--- config.mk ---
export PLATFORM = sky130hd
export DESIGN_NAME = adiv5_arb
export DESIGN_NICKNAME = d
export VERILOG_FILES = /design/src/rtl/adiv5_arb.sv
export SDC_FILE = /design/constraint.sdc
export NUM_CORES = 1
export LEC_CHECK = 0
export CORE_AREA = 4 4 88 90
export CTS_BUF_LIST = sky130_fd_sc_hd__clkbuf_4
export DETAILED_ROUTE_END_ITERATION = 8
export DIE_AREA = 0 0 92 94
export DONT_BUFFER_PORTS = 1
export HOLD_SLACK_MARGIN = 0.05
export PLACE_DENSITY = 0.67
export SLEW_MARGIN = 30
export SYNTH_ARGS = -nofsm -noshare
export SYNTH_HDL_FRONTEND = slang
export SYNTH_SLANG_ARGS = --single-unit
export TNS_END_PERCENT = 1
--- constraint.sdc ---
create_clock -name CLK -period 4.9 [get_ports CLK]
set_input_delay 1.225 -clock CLK [delete_from_list [all_inputs] [get_ports CLK]]
set_output_delay 1.225 -clock CLK [all_outputs]
set_load 0.05 [all_outputs]
--- src/rtl/adiv5_arb.sv ---
// Two-requester arbiter in front of a single ADIv5 command/response FIFO pair.
// Define ADIV5_ARB_ERRCHK_EN to enable the sticky protocol-error flag ERR.
module adiv5_arb #(
    parameter int CMD_W     = 35,
    parameter int RESP_W    = 35,
    parameter int TAG_DEPTH = 8,
    parameter int MAX_BURST = 16
) (
    input  logic                       CLK,
    input  logic                       RESET,
    input  logic                       R0_REQ,
    input  logic [CMD_W-1:0]           R0_WRDATA,
    input  logic                       R0_WREN,
    output logic                       R0_WRFULL,
    output logic [RESP_W-1:0]          R0_RDDATA,
    input  logic                       R0_RDEN,
    output logic                       R0_RDEMPTY,
    input  logic                       R1_REQ,
    input  logic [CMD_W-1:0]           R1_WRDATA,
    input  logic                       R1_WREN,
    output logic                       R1_WRFULL,
    output logic [RESP_W-1:0]          R1_RDDATA,
    input  logic                       R1_RDEN,
    output logic                       R1_RDEMPTY,
    output logic [CMD_W-1:0]           ADIv5_WRDATA,
    output logic                       ADIv5_WREN,
    input  logic                       ADIv5_WRFULL,
    input  logic [RESP_W-1:0]          ADIv5_RDDATA,
    output logic                       ADIv5_RDEN,
    input  logic                       ADIv5_RDEMPTY,
    output logic [1:0]                 GRANT,
    output logic [$clog2(TAG_DEPTH):0] OUTSTANDING,
    output logic                       ERR
);
    localparam int PTR_W   = $clog2(TAG_DEPTH);
    localparam int CNT_W   = PTR_W + 1;
    localparam int BURST_W = $clog2(MAX_BURST + 1);

    typedef enum logic [1:0] {IDLE = 2'd0, GNT0 = 2'd1, GNT1 = 2'd2} state_e;

    state_e             state_q, state_d;
    logic [1:0]         grant_q, grant_d;
    logic               last_q, last_d;
    logic [BURST_W-1:0] burst_q, burst_d;
    logic               tag_mem_q [TAG_DEPTH];
    logic [PTR_W-1:0]   wr_ptr_q, wr_ptr_d, rd_ptr_q, rd_ptr_d;
    logic [CNT_W-1:0]   count_q, count_d;

    logic tag_empty, tag_full, head;
    logic wr_accept0, wr_accept1, tag_push, tag_pop;

    assign tag_empty = (count_q == '0);
    assign tag_full  = (count_q == CNT_W'(TAG_DEPTH));
    assign head      = tag_mem_q[rd_ptr_q];

    assign R0_WRFULL  = !grant_q[0] || ADIv5_WRFULL || tag_full;
    assign R1_WRFULL  = !grant_q[1] || ADIv5_WRFULL || tag_full;
    assign wr_accept0 = R0_WREN && !R0_WRFULL;
    assign wr_accept1 = R1_WREN && !R1_WRFULL;
    assign tag_push   = wr_accept0 || wr_accept1;

    assign ADIv5_WREN   = tag_push;
    assign ADIv5_WRDATA = grant_q[1] ? R1_WRDATA : R0_WRDATA;

    // The head tag names the only requester allowed to see the next response.
    assign R0_RDEMPTY = ADIv5_RDEMPTY || tag_empty || head;
    assign R1_RDEMPTY = ADIv5_RDEMPTY || tag_empty || !head;
    assign R0_RDDATA  = ADIv5_RDDATA;
    assign R1_RDDATA  = ADIv5_RDDATA;
    assign tag_pop    = (R0_RDEN && !R0_RDEMPTY) || (R1_RDEN && !R1_RDEMPTY);
    assign ADIv5_RDEN = tag_pop;

    assign GRANT       = grant_q;
    assign OUTSTANDING = count_q;

    // NOTE: every variable gets its default first so no path can infer a latch.
    always_comb begin
        state_d = state_q;
        last_d  = last_q;
        burst_d = burst_q;
        if (tag_push && burst_q != BURST_W'(MAX_BURST))
            burst_d = burst_q + 1'b1;
        unique case (state_q)
            IDLE: begin
                if (R0_REQ && R1_REQ) state_d = last_q ? GNT0 : GNT1;
                else if (R0_REQ)      state_d = GNT0;
                else if (R1_REQ)      state_d = GNT1;
            end
            GNT0: begin
                if (!R0_REQ)                             state_d = R1_REQ ? GNT1 : IDLE;
                else if (burst_q == BURST_W'(MAX_BURST)) begin
                    if (R1_REQ) state_d = GNT1;
                    else        burst_d = '0;
                end
            end
            GNT1: begin
                if (!R1_REQ)                             state_d = R0_REQ ? GNT0 : IDLE;
                else if (burst_q == BURST_W'(MAX_BURST)) begin
                    if (R0_REQ) state_d = GNT0;
                    else        burst_d = '0;
                end
            end
            default: state_d = IDLE;
        endcase
        if (state_d != state_q) burst_d = '0;
        if (state_d == GNT0 && state_q != GNT0) last_d = 1'b0;
        if (state_d == GNT1 && state_q != GNT1) last_d = 1'b1;
        unique case (state_d)
            GNT0:    grant_d = 2'b01;
            GNT1:    grant_d = 2'b10;
            default: grant_d = 2'b00;
        endcase
    end

    always_comb begin
        wr_ptr_d = wr_ptr_q;
        rd_ptr_d = rd_ptr_q;
        count_d  = count_q;
        if (tag_push) wr_ptr_d = wr_ptr_q + 1'b1;
        if (tag_pop)  rd_ptr_d = rd_ptr_q + 1'b1;
        case ({tag_push, tag_pop})
            2'b10:   count_d = count_q + 1'b1;
            2'b01:   count_d = count_q - 1'b1;
            default: count_d = count_q;
        endcase
    end

    always_ff @(posedge CLK) begin
        if (RESET) begin
            state_q  <= IDLE;
            grant_q  <= 2'b00;
            last_q   <= 1'b1;
            burst_q  <= '0;
            wr_ptr_q <= '0;
            rd_ptr_q <= '0;
            count_q  <= '0;
        end else begin
            state_q  <= state_d;
            grant_q  <= grant_d;
            last_q   <= last_d;
            burst_q  <= burst_d;
            wr_ptr_q <= wr_ptr_d;
            rd_ptr_q <= rd_ptr_d;
            count_q  <= count_d;
        end
    end

    // NOTE: tag storage is not reset; entries are only read while count_q marks them valid.
    always_ff @(posedge CLK) begin
        if (tag_push) tag_mem_q[wr_ptr_q] <= grant_q[1];
    end

`ifdef ADIV5_ARB_ERRCHK_EN
    logic err_q, err_d;

    always_comb begin
        err_d = err_q
              | (R0_WREN & R0_WRFULL) | (R1_WREN & R1_WRFULL)
              | (R0_RDEN & R0_RDEMPTY) | (R1_RDEN & R1_RDEMPTY)
              | ((R0_RDEN | R1_RDEN) & tag_empty);
    end

    always_ff @(posedge CLK) begin
        if (RESET) err_q <= 1'b0;
        else       err_q <= err_d;
    end

    assign ERR = err_q;
`else
    assign ERR = 1'b0;
`endif

endmodule

# After elaboration in Yosys (flattened, before gate mapping)
# Memories as Yosys holds them, arrays and structs flattened. A register that Yosys moved wholly into a read port is not among the register bits.
# Index checks and enable logic that the tools add are counted.
# word_totals
word_cells	81
memories	1
inputBits	115
ff_bits	20
mem_bits_rw	8
out_inout_bits	118
# op_classes
n_addsub	5
n_eq_ne	12
n_reduce_logical	29
n_mux	27
# memory_table
name	depth	width	read_ports	rd_clocked_by_memory_dff	wr	line_no	rtl
tag_mem_q	8	1	1	1	1	45	logic tag_mem_q [TAG_DEPTH];
# ops
op	n
35-bit two-way mux	1
5-bit two-way mux	7
2-bit two-way mux	10
5-bit one-hot mux with 2 select lines	1
1-bit logical OR	9
1-bit logical AND	8
4-bit one-hot mux with 2 select lines	1
1-bit logical NOT	7
3-bit by 1-bit adder with 3-bit output (second input constant)	2
2-bit by 1-bit equality test with 1-bit output (second input constant)	3
2-bit equality test (second input constant)	3
3-bit two-way mux	2
2-bit one-hot mux with 3 select lines	1
5-bit by 1-bit adder with 5-bit output (second input constant)	1
5-bit equality test (second input constant)	1
5-bit inequality test (second input constant)	1
4-bit by 1-bit adder with 4-bit output (second input constant)	1
4-bit equality test (second input constant)	1
4-bit logical NOT	1
2-bit one-hot mux with 2 select lines	1
2-bit OR reduction	2
4-bit by 1-bit subtractor with 4-bit output (second input constant)	1
1-bit two-way mux	3
2-bit logical NOT	1
4 further kinds	4

# Depth between registers and ports, before layout
# depth
depth_word	12
ltp_mapped	11

# Least setup slack after synthesis
# Ideal clock, no wire load.
# synth_timing
kind	in2out
startpoint	input port R0_WREN
endpoint	output port ADIv5_WREN
t_required_ns	3.675
slack_ns	1.455
stages	4
n_path_buf	1
arrival_ns	2.220
path_cell_list	a22oi_1 or3_1 buf_2 inv_1
# synth_via
elab_chain_cells	2
# synth_rtl
element	line_no	rtl
from (decl)	13	input logic R0_WREN,
1-bit logical AND	58	assign wr_accept0 = R0_WREN && !R0_WRFULL;
1-bit logical OR	60	assign tag_push = wr_accept0 || wr_accept1;
to (decl)	26	output logic ADIv5_WREN,
# No other way between the ends.

# Final worst setup path
# Ends and elaborated chain as after synthesis.

==> out/metrics.yaml <==
status: "finished, final reports clean"
diodes: 0
synth_area_um2: 2900
viasPerCell: 5.50
drt_first_pass_iters: 4
critPathCaptureType: "primary output"
yosys_warnings: 0
vdd_drop_max_mv: 0.124
path_class: "in2out"
finalNetCount: 372
cts_hold_buffers: 0
worstSetupStartpointType: "primary input"
fin_area_um2: 2470
preCtsSetupSlack_ns: 1.32
fin_crit_sh_pct: 73.2
min_period_ns: 3.59
cts_tree: "yes"
drc: 0
clk_pin_slew_worst_paths_ns: 0.09
cts_resized: 0
max_freq_mhz: 279
start_util_pct: 41.0
syn_nets: 449
path_buf_inv: 1
synth.ff_latch_count: 31
worstPathArrival_ns: 2.36
rsz0062_at_grt: "no"
min_path_type: "reg2reg"
num_rows: 31
crit_family: "simple AND/OR/NAND/NOR gates"
io_buffers: 0
path_cells: "a22oi_1 > or3_1 > inv_1"
hold_viol_final: 0
via_count: 1893
finalMaxSlewViolations: 0
cp.required_ns: 3.67
synth.most_common_cell: "buf_4"
wl_per_cell_um: 22.7
cts_buffer_depth: 2
dieArea_um2: 8650
layout-drive-gt1-share_pct: 22.4
synth_async_sr_flop_share_pct: 0
antenna_found_initial: 0
coreArea_um2: 7060
drtIter0Drc: 150
grt-ovfl-total: 0
cts_setup_buffers: 0
track_usage_pct: 17.7
fin_tns_setup_ns: 0
insertion_delay_ns: 0.33
grt_pass1_vias: 1867
maxCapViolations: 0
wl_um: 7820
yosysTopAreaCellShare_pct: 18.9
worstPathMaxFanout: 6
yosysTopAreaCell: "buf_4"
total_leakage_power_nw: 0.828
synth_common_cells: "73 x buf_4, 37 x mux2_2, 23 x dfxtp_1"
grt_max_degree: 46
fin_hold_ws_ns: 0.527
layout_setup_ws_ns: 1.31
area_growth_pct: -14.7
place_congestion: 0.868
slowest_stage: "or3_1"
final-setup-viol-count: 0
synth_cell_types: 51
synth_edf_count: 8
ff_latch_area_um2: 702
total_power_w: 0.000886
ctsHtreeMaxLevel: 2
die_h_um: 94
multi_input_area_um2: 1550
num_io_pins: 233
skew_ns: 0.00901
synthTopCellsByArea: "buf_4 19%, dfxtp_1 16%, mux2_2 14%"
slowest_delay_ns: 0.50
die_w_um: 92
postSynthAreaPerCell_um2: 9.00
placedInstanceArea_um2: 2420
numCtsBuffers: 5
grt_pass1_wl_um: 11300
worst_pin_slew_ns: 0.718
root_buffer: "clkbuf_4"
synth_cells: 322
yosysSeqAreaShare_pct: 24.2
nFillCells: 748
synthFlopType: "dfxtp_1"
clkSinkCount: 31
powerDensity_nw_per_um2: 359
antenna_left: 0
dp_hpwl_um: 6620
slew-limit-headroom_pct: 52.1
-- tightest hold or removal path, cell delays in order, from the launching register on --
cell and delay (ns):
dfxtp_1 0.32, nand2b_1 0.06, o21ai_0 0.09
-- placed cells by master (no fill, tap or decap), types with 2 or more instances in the layout --
cell      Yosys  layout
dfxtp_1      23      22
o211ai_1      4       4
nor3_1        7       7
a21oi_1       9       9
mux4_1        2       2
a22oi_1       2       2
a31oi_1       2       2
and3_1        3       3
nor4b_1       3       3
clkbuf_4      0       5
nand3_1      11      11
a21o_1        4       4
o21ai_0       7       7
nor2_1       20      20
o22ai_1       5       5
edfxtp_1      8       8
xor2_1        5       5
and2_1        2       2
xnor2_1       4       4
mux2_2       37      37
nor4_1        6       6
ha_1         11      11
inv_1        10      10
nand2_1      20      20
or3_1         2       2
nand2b_1      2       2
nor3b_1       4       4
a21boi_0      4       4
-- routing by layer --
layer / share of wire [%] / GRT usage (%) / wire length [µm] / up-vias
li1: - / - / - / 903
met1: 35 / 18.4 / 2710 / 865
met2: 48 / 28.3 / 3730 / 116
met3: 17 / 14.4 / 1320 / 9
met4: 0.81 / 2.85 / 63 / 0
met5: 0 / 0 / 0 / -
-- state kept, by name, summed over array words and instances, names as in the netlist, named ones only --
signal and flops:
OUTSTANDING 4, tag_mem_q 8, rd_ptr_q 3, last_q 1
burst_q 5, state_q 2, GRANT 2, wr_ptr_q 3
-- worst paths after layout --
path                                     from  cells past startpoint                           to  slack, ns
hold / removal       rd_ptr_q[1]$_SDFFE_PP0N_                      2     rd_ptr_q[1]$_SDFFE_PP0N_       0.53
hold reg to reg      rd_ptr_q[1]$_SDFFE_PP0N_                      2     rd_ptr_q[1]$_SDFFE_PP0N_       0.53
setup reg to reg  OUTSTANDING[0]$_SDFFE_PP0P_                     10  OUTSTANDING[3]$_SDFFE_PP0P_       1.74
setup / recovery                      R0_WREN                      3                   ADIv5_WREN       1.31
-- power breakdown --
part | total (W) | internal, W | switching (W)
registers | 0.000319 | 0.000281 | 0.0000382
clock network | 0.000136 | 0.0000507 | 0.0000853
logic | 0.000431 | 0.000116 | 0.000316
total | 0.000886 | 0.000447 | 0.000439
-- per-stage QoR --
| stage | cells | util [%] |
|---|---|---|
| after global routing | 344 | 35.0 |
| after CTS | 344 | 35.0 |
| after global placement | 337 | 34.3 |
| after floorplan | 322 | - |
| after detailed placement | 337 | 34.3 |
| final | 344 | 35.0 |
-- kinds of logic after synthesis --
group	count (synthesis)	share of synthesized area (%)
AOI/OAI and AO/OA	43	10.3
muxes	41	17.5
and+or+nand+nor	90	17.5
xor gates and xnor gates	9	2.72
adders and majority gates	12	5.44
buffers and inverters	95	22.2
DFF	31	24.2
other	1	0.129
-- layout make-up --
cell class	instances	share of cell area, %
repair buffers	1	0.304
inverters	10	1.52
clock buffers	5	1.52
flip-flops and latches	31	28.4
clock inverters	2	0.355
multi-input cells	196	62.9
well taps	99	5.02
(Power assumes the default switching activity.)
